===== src/rtl/irq_exc_pkg.sv =====
// Shared types and constants for the interrupt/exception controller.
package irq_exc_pkg;

  typedef enum logic [1:0] {
    USER   = 2'd0,
    KERNEL = 2'd1,
    HOLD   = 2'd2
  } state_e;

  localparam logic [7:0]  CAUSE_EXC   = 8'h80;
  localparam logic [31:0] DEF_VEC_INT = 32'h8000_0004;
  localparam logic [31:0] DEF_VEC_EXC = 32'h8000_0008;

  // Interrupt cause: exc bit clear, reserved zero, line index in the low nibble.
  function automatic logic [7:0] int_cause(input logic [3:0] idx);
    return {4'b0000, idx};
  endfunction

endpackage


===== src/rtl/irq_sync.sv =====
// Two-flop synchroniser for one asynchronous IRQ line, followed by rising-edge detect.
module irq_sync (
  input  logic clk,
  input  logic reset,
  input  logic irq,
  output logic rise
);

  logic s1, s2, s3;

  always_ff @(posedge clk or negedge reset) begin
    if (!reset) begin
      s1 <= 1'b0;
      s2 <= 1'b0;
      s3 <= 1'b0;
    end else begin
      s1 <= irq;
      s2 <= s1;
      s3 <= s2;
    end
  end

  assign rise = s2 & ~s3;

endmodule


===== src/rtl/irq_exc_ctrl.sv =====
// Interrupt/exception controller: pending/mask tracking, USER/KERNEL/HOLD mode FSM,
// EPC/cause capture and the ID-stage redirect.
module irq_exc_ctrl
  import irq_exc_pkg::*;
#(
  parameter int              N_IRQ    = 4,
  parameter int              PC_W     = 32,
  parameter logic [PC_W-1:0] VEC_INT  = DEF_VEC_INT,
  parameter logic [PC_W-1:0] VEC_EXC  = DEF_VEC_EXC,
  parameter int              HOLD_CYC = 2
) (
  input  logic             clk,
  input  logic             reset,
  input  logic [N_IRQ-1:0] irq_i,
  input  logic             undef_i,
  input  logic [PC_W-1:0]  id_pc_i,
  input  logic             id_valid_i,
  input  logic             stall_i,
  input  logic             eret_i,
  input  logic             mask_we_i,
  input  logic [N_IRQ-1:0] mask_i,
  input  logic [N_IRQ-1:0] pend_clr_i,
  output logic             ker_o,
  output logic             redirect_o,
  output logic [PC_W-1:0]  vec_pc_o,
  output logic [PC_W-1:0]  epc_o,
  output logic [7:0]       cause_o,
  output logic [N_IRQ-1:0] pending_o,
  output logic [N_IRQ-1:0] mask_o,
  output logic             dbl_fault_o,
  output state_e           fsm_state
);

  // Handshake: the ID instruction is accepted when id_valid_i is high and stall_i is low
  // in the same cycle; an event (take, ERET, double fault) only happens on an accept.
  logic accept;
  assign accept = id_valid_i & ~stall_i;

  logic [N_IRQ-1:0] rise;
  for (genvar g = 0; g < N_IRQ; g++) begin : g_sync
    irq_sync u_sync (
      .clk   (clk),
      .reset (reset),
      .irq   (irq_i[g]),
      .rise  (rise[g])
    );
  end

  logic [N_IRQ-1:0] req_vec;
  logic             req_int;
  logic [3:0]       req_idx;

  assign req_vec = pending_o & ~mask_o;
  assign req_int = |req_vec;

  // Scan downward so the lowest set index is the last assignment and wins.
  always_comb begin
    req_idx = 4'd0;
    for (int i = N_IRQ - 1; i >= 0; i--) begin
      if (req_vec[i]) req_idx = 4'(i);
    end
  end

  state_e     state, state_nxt;
  logic [3:0] cnt, cnt_nxt;
  logic       take_int, take_exc, dbl_set;

  always_comb begin
    state_nxt = state;
    cnt_nxt   = cnt;
    take_int  = 1'b0;
    take_exc  = 1'b0;
    dbl_set   = 1'b0;
    case (state)
      USER: begin
        if (accept && req_int) begin
          take_int  = 1'b1;
          state_nxt = KERNEL;
        end else if (accept && undef_i) begin
          take_exc  = 1'b1;
          state_nxt = KERNEL;
        end
      end
      KERNEL: begin
        if (accept && undef_i) dbl_set = 1'b1;
        if (accept && eret_i) begin
          if (HOLD_CYC == 0) begin
            state_nxt = USER;
          end else begin
            state_nxt = HOLD;
            cnt_nxt   = 4'(HOLD_CYC);
          end
        end
      end
      HOLD: begin
        // Interrupts stay deferred here; a faulting instruction still traps.
        if (accept && undef_i) begin
          take_exc  = 1'b1;
          state_nxt = KERNEL;
          cnt_nxt   = 4'd0;
        end else if (cnt <= 4'd1) begin
          state_nxt = USER;
          cnt_nxt   = 4'd0;
        end else begin
          cnt_nxt = cnt - 4'd1;
        end
      end
      default: begin
        state_nxt = USER;
        cnt_nxt   = 4'd0;
      end
    endcase
  end

  assign redirect_o = take_int | take_exc;
  assign vec_pc_o   = take_exc ? VEC_EXC : VEC_INT;
  assign fsm_state  = state;

  always_ff @(posedge clk or negedge reset) begin
    if (!reset) begin
      state       <= USER;
      cnt         <= 4'd0;
      ker_o       <= 1'b0;
      epc_o       <= '0;
      cause_o     <= 8'h00;
      pending_o   <= '0;
      mask_o      <= '1;
      dbl_fault_o <= 1'b0;
    end else begin
      state     <= state_nxt;
      cnt       <= cnt_nxt;
      ker_o     <= (state_nxt == KERNEL);
      // A new edge outranks a handler ack on the same bit.
      pending_o <= (pending_o & ~pend_clr_i) | rise;
      if (mask_we_i) mask_o <= mask_i;
      if (dbl_set) dbl_fault_o <= 1'b1;
      if (take_int) begin
        epc_o   <= id_pc_i;
        cause_o <= int_cause(req_idx);
      end else if (take_exc) begin
        epc_o   <= id_pc_i + PC_W'(4);
        cause_o <= CAUSE_EXC;
      end
    end
  end

endmodule


===== config.mk =====
export PLATFORM = sky130hd
export DESIGN_NAME = irq_exc_ctrl
export DESIGN_NICKNAME = d
export VERILOG_FILES = /design/src/rtl/irq_exc_pkg.sv /design/src/rtl/irq_sync.sv /design/src/rtl/irq_exc_ctrl.sv
export SDC_FILE = /design/constraint.sdc
export NUM_CORES = 1
export LEC_CHECK = 0
export ABC_CLOCK_PERIOD_IN_PS = 2200
export CAP_MARGIN = 5
export CORE_MARGIN = 2
export CORE_UTILIZATION = 41
export CTS_BUF_LIST = sky130_fd_sc_hd__clkbuf_4 sky130_fd_sc_hd__clkbuf_8
export CTS_CLUSTER_DIAMETER = 50
export DETAILED_ROUTE_END_ITERATION = 10
export PLACE_DENSITY = 0.85
export SLEW_MARGIN = 20
export SYNTH_ARGS = -nofsm -noshare
export SYNTH_HDL_FRONTEND = slang
export SYNTH_SLANG_ARGS = --single-unit

===== constraint.sdc =====
create_clock -name clk -period 2.2 [get_ports clk]
set_clock_uncertainty 0.2 [all_clocks]
set_input_delay 0.44 -clock clk [delete_from_list [all_inputs] [get_ports clk]]
set_output_delay 0.44 -clock clk [all_outputs]
set_load 0.03 [all_outputs]

Word-level counts from Yosys, hierarchy flattened
Index checks and enable logic that the tools add are counted.

cells by class
  mux-type cells = 25
  $lt $le $gt $ge = 1
  add/subtract/negate cells = 2
  equality and inequality tests = 4
  bitwise operators = 17
  reduce and logical (&&, ||, !) cells = 7

operators by type and width
  kind                                                  count
  2-to-1 mux 32 bit                                     2
  adder 32 x 3 -> 32 bit (second input constant)        1
  2-to-1 mux 4 bit                                      6
  2-to-1 mux 8 bit                                      2
  2-to-1 mux 2 bit                                      7
  case mux 4 bit (3 select lines)                       1
  bitwise AND 4 bit                                     2
  inverter 4 bit                                        2
  inverter 1 bit                                        6
  case mux 2 bit (3 select lines)                       1
  bitwise AND 1 bit                                     5
  2-to-1 mux 1 bit                                      5
  == test 2 x 1 -> 1 bit (second input constant)        2
  <= comparator 4 x 1 -> 1 bit (second input constant)  1
  bitwise OR 4 bit                                      1
  OR reduction 4 bit                                    1
  subtractor 4 x 1 -> 4 bit (second input constant)     1
  logical AND 1 bit                                     3
  == test 2 bit (second input constant)                 1
  logical NOT 2 bit                                     1
  != test 2 bit (second input constant)                 1
  case mux 1 bit (2 select lines)                       1
  AND reduction 2 bit                                   1
  nonzero test 2 bit                                    1
  bitwise OR 1 bit                                      1

word-level totals
  word-level logic and storage cells = 76
  register bits after elaboration = 68
  output and inout port bits = 85

Depth between registers and ports, before layout
  depth after elaboration = 8
  gate-level depth with buffers = 10
  depth with buffers taken out = 8

By module
Synthesis repeated with hierarchy kept, for this count alone.

unflattened totals
  cells, all modules = 385
  area, all modules = 3593.4 um2

modules (own cells, without submodules)
  module        sequential area each (um2)  cells an instance  area each (um2)  instances
  irq_exc_ctrl  1281.2                      369                3238.1           1
  irq_sync      75.1                        4                  88.8             4

Worst setup path before layout
OpenSTA, ideal clock, no wires.

  kind = reg-to-output
  start = reg state[1] (netlist: fsm_state[1])
  end = out redirect_o
  path buffers = 2
  path slack = -0.322 ns
  stages on the path, launching flop included = 9
  data arrival time = 1.882 ns
  cells stage by stage = dfrtp_1 > inv_1 > ha_1 > and3b_1 > o41ai_4 > and2_1 > buf_2 > inv_1 > buf_2

between the ends
  word-level cells in the longest chain between the ends = 3

RTL lines
  item                                                                        RTL line             source
  from (decl)                                                                 irq_exc_ctrl.sv:64   state_e state, state_nxt;
  from (signal assigned)                                                      irq_exc_ctrl.sv:130  state <= state_nxt;
  == test 2 bit / logical NOT 2 bit (equally long branches)                   irq_exc_ctrl.sv:74   case (state)
  case mux 1 bit (2 select lines) / 2-to-1 mux 1 bit (equally long branches)  irq_exc_ctrl.sv:74
  bitwise OR 1 bit *                                                          irq_exc_ctrl.sv:115  assign redirect_o = take_int | take_exc;
  to (decl)                                                                   irq_exc_ctrl.sv:24   output logic redirect_o,

Mark *: on every way between the ends. The rest lies on a longest branch, timed or not.

Worst setup path in the final report
  start = reg mask_o[3]
  end = out redirect_o

between the ends
  word-level cells in the longest chain between the ends = 7

RTL lines
  item                                                                        RTL line             source
  from (decl)                                                                 irq_exc_ctrl.sv:29   output logic [N_IRQ-1:0] mask_o,
  from (signal assigned)                                                      irq_exc_ctrl.sv:135  if (mask_we_i) mask_o <= mask_i;
  inverter 4 bit *                                                            irq_exc_ctrl.sv:53   assign req_vec = pending_o & ~mask_o;
  bitwise AND 4 bit *                                                         irq_exc_ctrl.sv:53
  OR reduction 4 bit *                                                        irq_exc_ctrl.sv:54   assign req_int = |req_vec;
  logical AND 1 bit *                                                         irq_exc_ctrl.sv:76   if (accept && req_int) begin
  2-to-1 mux 1 bit                                                            irq_exc_ctrl.sv:76
  case mux 1 bit (2 select lines) / 2-to-1 mux 1 bit (equally long branches)  irq_exc_ctrl.sv:74
  bitwise OR 1 bit *                                                          irq_exc_ctrl.sv:115

Marks and branches as above.

==> flow_summary.rst <==
.. list-table::
   :header-rows: 1

   * - Metric
     - Value
   * - Post-route clock period utilization
     - 110.9%
   * - Nets@finish
     - 598
   * - Clock group share of total power
     - 19.8%
   * - Slew Limit Fails
     - 0
   * - Wire length of the first global-routing pass
     - 15.41 mm
   * - Cell with the largest stage delay on the worst path
     - sky130_fd_sc_hd__dfstp_2
   * - Clock-pin slew on the worst setup and hold paths
     - 0.08 ns
   * - Worst EP required
     - 1.56 ns
   * - Violated checks
     - setup timing
   * - Leakage
     - 2.460 nW
   * - Horizontal extent of the die
     - 96.59 um
   * - Number of remaining DRC errors
     - 0
   * - Top library cells by usage in the layout, fill and taps aside
     - sky130_fd_sc_hd__clkdlybuf4s50_1 (80), sky130_fd_sc_hd__buf_4 (74), sky130_fd_sc_hd__dfrtp_1 (57)
   * - Share of the synthesized area in the top cell type
     - 42.01%
   * - Min Tclk post-route
     - 2.439 ns
   * - Net Sw Frac
     - 41.64%
   * - Internal cell power
     - 3.419 mW
   * - Number of rows in the core area
     - 33
   * - Switching power
     - 2.439 mW
   * - Flip-flop and latch count after synthesis
     - 63
   * - RSZ-0062 raised after global routing
     - yes
   * - Worst EP arrival
     - 1.80 ns
   * - Total of buffers placed on input and output ports
     - 100
   * - Synthesized area per cell
     - 9.817 um2
   * - Hold violation total from the final report
     - 0
   * - Antenna violations before repair
     - 0
   * - Share of total power in combinational logic
     - 49.8%
   * - Routability congestion estimate from global placement
     - 0.9451
   * - Vias in the first global route
     - 3239
   * - Initial core utilization
     - 42.56%
   * - Class of the tightest hold or removal check
     - reg -> reg
   * - Setup violations, final
     - 17
   * - Max Clk Rate
     - 409.9 MHz
   * - Number of unique standard cell types used by synthesis
     - 54
   * - Die ar.
     - 9329 um2
   * - Number of maximum-capacitance violations
     - 0
   * - Delay of the slowest cell on the worst path
     - 0.56 ns
   * - Clock tree buffer depth
     - 2
   * - Post-DR wirelength/cell
     - 16.95 um
   * - Yosys warnings
     - 0
   * - Transition time at the pin with the least slew margin
     - 0.5426 ns
   * - Count of flip-flops with a built-in enable after synthesis
     - 0
   * - Clock tree from TritonCTS
     - done
   * - CTS sink cnt
     - 63
   * - Post-synthesis instance area
     - 3515 um2
   * - Cell-by-cell listing of the critical path
     - nor2b_4, buf_6, o41ai_4, and2_4, inv_4, buf_6
   * - Proportion of synthesized chip area in sequential cells
     - 45.00%
   * - Class of the most critical setup path
     - reg -> out
   * - Vias/cell
     - 5.074
   * - Cell count after synthesis
     - 358
   * - Crit path setup slack, layout
     - -0.2393 ns
   * - Outcome
     - finished, violations left
   * - Maximum number of pins on one net before global-route repair
     - 29
   * - H-tree level count
     - 3
   * - Fraction of the core area covered by cells at the end of the flow
     - 67.89%
   * - Most frequent CP cell
     - sky130_fd_sc_hd__buf_6
   * - Remaining antenna violation count after routing
     - 0
   * - Slew HR
     - 63.83%
   * - Synth top area cells
     - sky130_fd_sc_hd__dfrtp_1 (42%), sky130_fd_sc_hd__buf_4 (7.7%), sky130_fd_sc_hd__xnor2_1 (5.7%), sky130_fd_sc_hd__nand2_1 (5.1%), sky130_fd_sc_hd__o21ai_0 (3.1%)
   * - Placed wire-length estimate
     - 7.561 mm
   * - Library cell with the largest summed area after synthesis
     - sky130_fd_sc_hd__dfrtp_1
   * - Ports placed on the boundary
     - 136
   * - Synth-to-layout area growth
     - 59.52%
   * - Cell area after placement
     - 5080 um2
   * - Critical Path Fanout Max
     - 3
   * - Total clock buffers created by CTS
     - 9
   * - Detailed-routing iteration count for the pre-antenna-repair pass
     - 4
   * - Highest ir drop seen on vdd
     - 0.0006467 V
   * - Main synth FF type
     - sky130_fd_sc_hd__dfrtp_1
   * - Cell at the root of the clock tree
     - sky130_fd_sc_hd__clkbuf_8
   * - Capturing element type of the critical path
     - output pin
   * - Antenna cell count
     - 0
   * - Later-pin clock latency in the skew report
     - 0.35 ns
   * - Congestion Overflow GR
     - 0
   * - Count of routing violations after the opening detailed-route iteration
     - 146
   * - Footprint of the flip-flops and latches
     - 1584 um2
   * - Drt total wl
     - 11.02 mm
   * - Total number of vias
     - 3298
   * - Multi-input logic area
     - 1918 um2
   * - Sequential power share
     - 30.4%
   * - Power density cells
     - 1045 nW/um2
   * - CP Launch Type
     - register
   * - FFs w/ async S/R, synth
     - 100.0%
   * - Post-route cell area
     - 5607 um2
   * - Fill cell count
     - 591
   * - Die span in y
     - 96.59 um
   * - All-Layer GR Usage
     - 21.87%
   * - Core Region
     - 8258 um2
   * - Share of cells above drive strength 1
     - 28.99%
   * - Most common library cell in the layout ignoring fill and taps
     - sky130_fd_sc_hd__clkdlybuf4s50_1
[synthesized netlist by cell type, drive strengths merged (5+ instances only)]
master  count
a21oi      11
and4        5
buf        45
dfrtp      59
ha          7
inv        17
nand2      49
nand3      10
nor2       20
nor2b       7
nor3        8
nor4       13
o21ai      27
xnor2      23
[per-layer routing]
layer  wire [um]  global-route usage, %  vias to the layer above
met5           0                      0                        -
met2        5866                  39.00                      133
met1        4256                  26.31                     1605
li1            -                      -                     1536
met3         696                  3.646                       24
met4         201                  8.451                        0
[cell type report]
| class | instances | share of cell area, % |
|---|---|---|
| Multi-Input combinational cell | 266 | 34.21 |
| Timing Repair Buffer | 183 | 29.95 |
| Sequential cell | 63 | 28.25 |
| Tap cell | 105 | 2.343 |
| Clock buffer | 9 | 2.209 |
| Clock inverter | 7 | 1.852 |
| Inverter | 17 | 1.183 |
[through the flow]
step           power (mW)  cells  setup slack [ns]  TNS, ns  hold slack (ns)
2_1_floorplan       3.340    391           -0.1746  -0.4162         -0.05559
3_3_place_gp        4.458    619           -0.3951   -8.362           0.1357
3_5_place_dp        4.538    619           -0.4354   -9.420           0.1365
4_1_cts             5.735    640           -0.2384  -0.6744           0.1552
5_1_grt             6.153    650           -0.2901   -3.128           0.1677
6_report            5.858    650           -0.2393   -1.813           0.1525
[path summary, 6_finish.rpt]
kind                                             to           startpoint  cells after the start  slack (ns)
min in group asynchronous              pending_o[2]                reset                      2        0.41
worst max-delay path                     redirect_o            mask_o[3]                      6       -0.24
worst max register to register            epc_o[17]            mask_o[3]                      7       -0.17
max in group asynchronous              fsm_state[1]                reset                      3        0.87
worst min register to register  g_sync[2].u_sync.s2  g_sync[2].u_sync.s1                      0        0.15
worst min-delay path            g_sync[2].u_sync.s2  g_sync[2].u_sync.s1                      0        0.15
[worst max-delay path, delay by kind of cell (launching register included)]
family | cells | cell delay, ns
flip-flops | 1 | 0.56
buffers and inverters | 3 | 0.28
AO/OA/AOI/OAI | 1 | 0.33
AND/OR/NAND/NOR | 2 | 0.29
[cells by family (layout without fill, tap and decap cells)]
family                   count (synthesis)  count (layout)  synth area share (%)
other                                    2              35                0.2137
buffers and inverters                   64             216                 11.36
multiplexers                             4               4                 1.282
AND/OR/NAND/NOR                        131             131                 21.61
adder cells (fa/ha/maj)                  7               7                 2.492
AO/OA/AOI/OAI                           60              62                 11.32
flip-flops                              63              63                 45.00
XOR/XNOR                                27              27                 6.728
[registers in the layout (all words and copies together) (netlist names)]
signal            cells
dbl_fault_o           1
fsm_state             2
g_sync.u_sync.s1      4
epc_o                32
g_sync.u_sync.s3      4
g_sync.u_sync.s2      4
cause_o               3
mask_o                4
cnt                   4
ker_o                 1
pending_o             4
[timing repair]
item                                    4_1_cts  5_1_grt
hold buffers                                  1        0
endpoints found under the setup margin       31       32
gates cloned                                  0        2
gates resized for setup                      32       34
endpoints found under the hold margin        16        0
pin swaps                                    10       14
buffers inserted                              7       10
[power groups by stage]
stage               registers, mW  clock network (mW)  logic, mW
floorplan                    2.46                   0      0.883
global placement             1.78                   0       2.68
detailed placement           1.78                   0       2.75
CTS                          1.78                1.17       2.79
global route                 1.82                1.22       3.11
finish                       1.78                1.16       2.92
Power figures use the tool's default switching activity.
==> RTL change 1: new RTL, same flow settings <==
Register the input `irq_i` before use, without a reset. The logic sees it one clock later. The other inputs are not delayed to match.
--- a/src/rtl/irq_exc_ctrl.sv
+++ b/src/rtl/irq_exc_ctrl.sv
@@ -31,6 +31,12 @@
   output state_e           fsm_state
 );
 
+  logic [N_IRQ-1:0] irq_q;
+
+  always_ff @(posedge clk) begin
+    irq_q <= irq_i;
+  end
+
   // Handshake: the ID instruction is accepted when id_valid_i is high and stall_i is low
   // in the same cycle; an event (take, ERET, double fault) only happens on an accept.
   logic accept;
@@ -41,7 +47,7 @@
     irq_sync u_sync (
       .clk   (clk),
       .reset (reset),
-      .irq   (irq_i[g]),
+      .irq   (irq_q[g]),
       .rise  (rise[g])
     );
   end
Formal check against the unedited RTL: not equivalent (Yosys sat finds a counterexample within 4 cycles, from zero or initial values and one cycle with reset low).
==> RTL change 1 against the unedited design <==
The flow still finishes with violations (setup timing); cell area shrank 0.45%; sequential share of layout area grew 1.6 points; power shrank 1.6%; via count shrank 2.5%; synthesized cell count shrank 0.28%; worst setup slack gained 15 ps; die area is essentially flat; sequential cell count grew 4; area after synthesis is essentially flat; wire length shrank 9.8%; critical endpoint is now vec_pc_o[3]; largest cell class unchanged; highest routed layer unchanged.
==> RTL change 1: results (changes against the unedited design) <==
mux cell area share after synthesis = 1.57% (+0.28 points)
number of global-route vias before repair = 3177 (-1.9%)
crit path DAT = 1780 ps (-20 ps)
Leak = 2.48 nW (+0.87%)
sequential area share after synthesis = 47.3% (+2.3 points)
r2r startpoint = mask_o[0]$_DFFE_PN1P_
setup ws final = -224 ps (+14.9 ps)
reg2reg setup slack = -100 ps (+70 ps)
share of cells above drive strength 1 = 29.2% (+0.22 points)
Net Switching = 2.46 mW (+0.69%)
status = finished with violations
total iterations of the first detailed-routing run = 4 (unchanged)
pre-CTS worst setup slack = -353 ps (+82.3 ps)
hold path startpoint = irq_q[0]$_DFF_P_
first-pass GRT wire length = 14.6 mm (-5.1%)
largest cells by area after synthesis = dfrtp_1 42%, buf_4 7.7%, xnor2_1 6.5%
# nets final = 587 (-1.8%)
global route total overflow = 0 (unchanged)
Synth Area in Compound Gates = 10.9% (-0.43 points)
CTS H-tree lvls = 3 (unchanged)
DR vias/cell = 5.03 (-0.84%)
Power Total = 5.77 mW (-1.6%)
DP HPWL = 6.73 mm (-11%)
pin count of the biggest net entering global routing = 64 (+120%)
worst hold path type = reg -> reg
asr flop ratio synth = 94.0% (-6.0 points)
Post-DP Area = 4920 um2 (-3.1%)
WL/cell = 15.6 um (-8.3%)
Adder-Cell Fraction of Synth Area = 2.49% (about the same)
Tot GR Track Use = 19.0% (-2.8 points)
sequential power = 1.83 mW (+3%)
clock network fraction of total power = 17.2% (-2.6 points)
Cell variety after synth = 53 (-1.9%)
final setup violation count = 5 (-12)
Crit Path Max Fanout = 2 (-1)
Setup crit end = vec_pc_o[3]
r2r endpoint = epc_o[31]$_DFFE_PN0P_
detailed router's first-iteration violation count = 98 (-33%)
Post-Synth XOR/XNOR Area = 6.73% (about the same)
RePlAce Congestion = 0.872 (-7.7%)
maximum vdd drop = 0.852 mV (+32%)
failing checks = setup timing
top cells by count, synth = 59 x dfrtp_1, 42 x nand2_1, 36 x buf_4, 26 x xnor2_1, 25 x o21ai_0
RTL change 1: cell type report:
class	count	area, um2
Multi-Input combinational cell	262	1880
Inverter	15	56.3
Tap cell	105	131
Clock buffer	9	124
Timing Repair Buffer	174	1660
Clock inverter	7	67.6
Sequential cell	67	1660
Fill cell	633	2680
RTL change 1: metrics by stage:
stage | setup TNS, ps | instances
after CTS | -613 | 634
after detailed placement | -6450 | 608
after global placement | -4720 | 608
final | -696 | 639
after floorplan | 0 | 390
after global routing | -1200 | 639
RTL change 1: worst min-delay path by stage:
stage | to | slack, ps | depth (start not counted)
finish | g_sync[0].u_sync.s1$_DFF_PN0_ | 130 | 0
floorplan | cause_o[0]$_DFFE_PN0P_ | -60 | 0
global route | g_sync[0].u_sync.s1$_DFF_PN0_ | 140 | 0
CTS | g_sync[0].u_sync.s1$_DFF_PN0_ | 130 | 0
detailed placement | g_sync[2].u_sync.s1$_DFF_PN0_ | 120 | 0
global placement | g_sync[3].u_sync.s1$_DFF_PN0_ | 120 | 0
RTL change 1: per-layer routing:
metal	up-vias	global-route usage, %	wire [um]
li1	1509	-	-
met1	1562	23.4	3970
met2	122	32.9	5200
met3	22	4.41	493
met4	0	6.72	273
met5	-	0	0
RTL change 1: cell families after synthesis:
group | Yosys count
flops | 67
fa+ha+maj | 7
xor+xnor | 27
simple gates | 127
buf+inv | 61
mux | 5
compound gates | 61
other cells | 2
RTL change 1: timing repair:
action | CTS | global route
hold endpoints to repair | 59 | 0
setup endpoints to repair | 8 | 16
pin swaps | 6 | 24
setup buffers | 9 | 7
cloned | 0 | 2
hold buffers | 1 | 0
resized for setup | 22 | 69
==> RTL change 2: new RTL, config.mk and constraints unchanged <==
Made on the original files. `PC_W`: 32 -> 36.
--- a/src/rtl/irq_exc_ctrl.sv
+++ b/src/rtl/irq_exc_ctrl.sv
@@ -4,7 +4,7 @@
   import irq_exc_pkg::*;
 #(
   parameter int              N_IRQ    = 4,
-  parameter int              PC_W     = 32,
+  parameter int              PC_W     = 36,
   parameter logic [PC_W-1:0] VEC_INT  = DEF_VEC_INT,
   parameter logic [PC_W-1:0] VEC_EXC  = DEF_VEC_EXC,
   parameter int              HOLD_CYC = 2
Interface: changed (resized epc_o, id_pc_i and vec_pc_o); port bits go from 136 to 148. The function was not compared with the original's and may differ.
==> RTL change 2 against the unedited design <==
The flow still finishes with violations (setup timing); area after synthesis is 5.2% higher; worst setup slack worse by 41 ps; die area is 5.0% higher; sequential cell count is 4 higher; synthesized cell count is 11% higher; power is 7.7% higher; first-iteration DRC count is 27% higher; wire length is 7.9% higher; cell area is 8.8% higher.
==> RTL change 2: results (changes against the unedited design) <==
num sequential = 67 (+6.3%)
total core area = 8720 um2 (+5.6%)
inverters = 19 (+2)
failing checks = setup timing
post-route cell area = 6100 um2 (+8.8%)
setup ws final = -281 ps (-41.5 ps)
final setup violation count = 16 (-1)
wirelength, routed = 11.9 mm (+7.9%)
Cell variety after synth = 53 (-1.9%)
# nets final = 673 (+13%)
Tot GR Track Use = 23.2% (+1.3 points)
number of global-route vias before repair = 3708 (+14%)
placed insts = 691 (+12%)
area occupied by multi-input gates = 1980 um2 (+3.3%)
share of cells above drive strength 1 = 28.7% (-0.26 points)
Post-CTS Setup Bufs = 6 (-1)
setup tns final = -1380 ps (+435 ps)
DP HPWL = 8.41 mm (+11%)
Post-DP Area = 5440 um2 (+7.0%)
port buffer count = 108 (+8.0%)
ClkCell Share = 3.69% (-0.37 points)
largest cells by area after synthesis = dfrtp_1 43%, buf_4 8.1%, nand2_1 4.6%
Seq. cell area = 1680 um2 (+6.3%)
pin count of the biggest net entering global routing = 68 (+130%)
RePlAce Congestion = 0.923 (-2.4%)
maximum vdd drop = 0.559 mV (-14%)
status = finished with violations
## RTL change 2: layer usage
| layer | wire, um | GRT usage, % | share of wire (%) | vias up |
|---|---|---|---|---|
| met5 | 0 | 0 | 0 | - |
| met4 | 325 | 6.01 | 2.7 | 0 |
| met3 | 809 | 5.32 | 6.8 | 31 |
| met2 | 6090 | 40.6 | 51 | 185 |
| met1 | 4660 | 28.9 | 39 | 1822 |
| li1 | - | - | - | 1752 |
## RTL change 2: worst paths after layout
| check | start | endpoint | slack [ps] | cells after the start |
|---|---|---|---|---|
| worst max-delay path | mask_o[2]$_DFFE_PN1P_ | redirect_o | -280 | 6 |
| worst min-delay path | g_sync[1].u_sync.s1$_DFF_PN0_ | g_sync[1].u_sync.s2$_DFF_PN0_ | 150 | 0 |
| worst max register to register | mask_o[3]$_DFFE_PN1P_ | epc_o[23]$_DFFE_PN0P_ | -120 | 8 |
| worst min register to register | g_sync[1].u_sync.s1$_DFF_PN0_ | g_sync[1].u_sync.s2$_DFF_PN0_ | 150 | 0 |
| max in group asynchronous | reset | mask_o[1]$_DFFE_PN1P_ | 1020 | 3 |
| min in group asynchronous | reset | dbl_fault_o$_DFFE_PN0P_ | 450 | 3 |
## RTL change 2: kinds of logic (layout without fill, tap and decap cells)
family,Yosys count,count (layout),share of synthesized area (%)
xor gates and xnor gates,20,20,4.74
DFF,67,67,45.5
and+or+nand+nor,147,147,21.1
AOI/OAI and AO/OA,80,80,13.6
muxes,5,5,1.49
adders and majority gates,7,7,2.37
other,2,39,0.203
buffers and inverters,69,251,11.1
## RTL change 2: where the power goes
part / internal, mW / leakage, nW / switching (mW)
clock: 0.645 / 0.106 / 0.524
sequential: 1.64 / 0.804 / 0.248
combinational: 1.39 / 1.78 / 1.86
total: 3.68 / 2.69 / 2.63
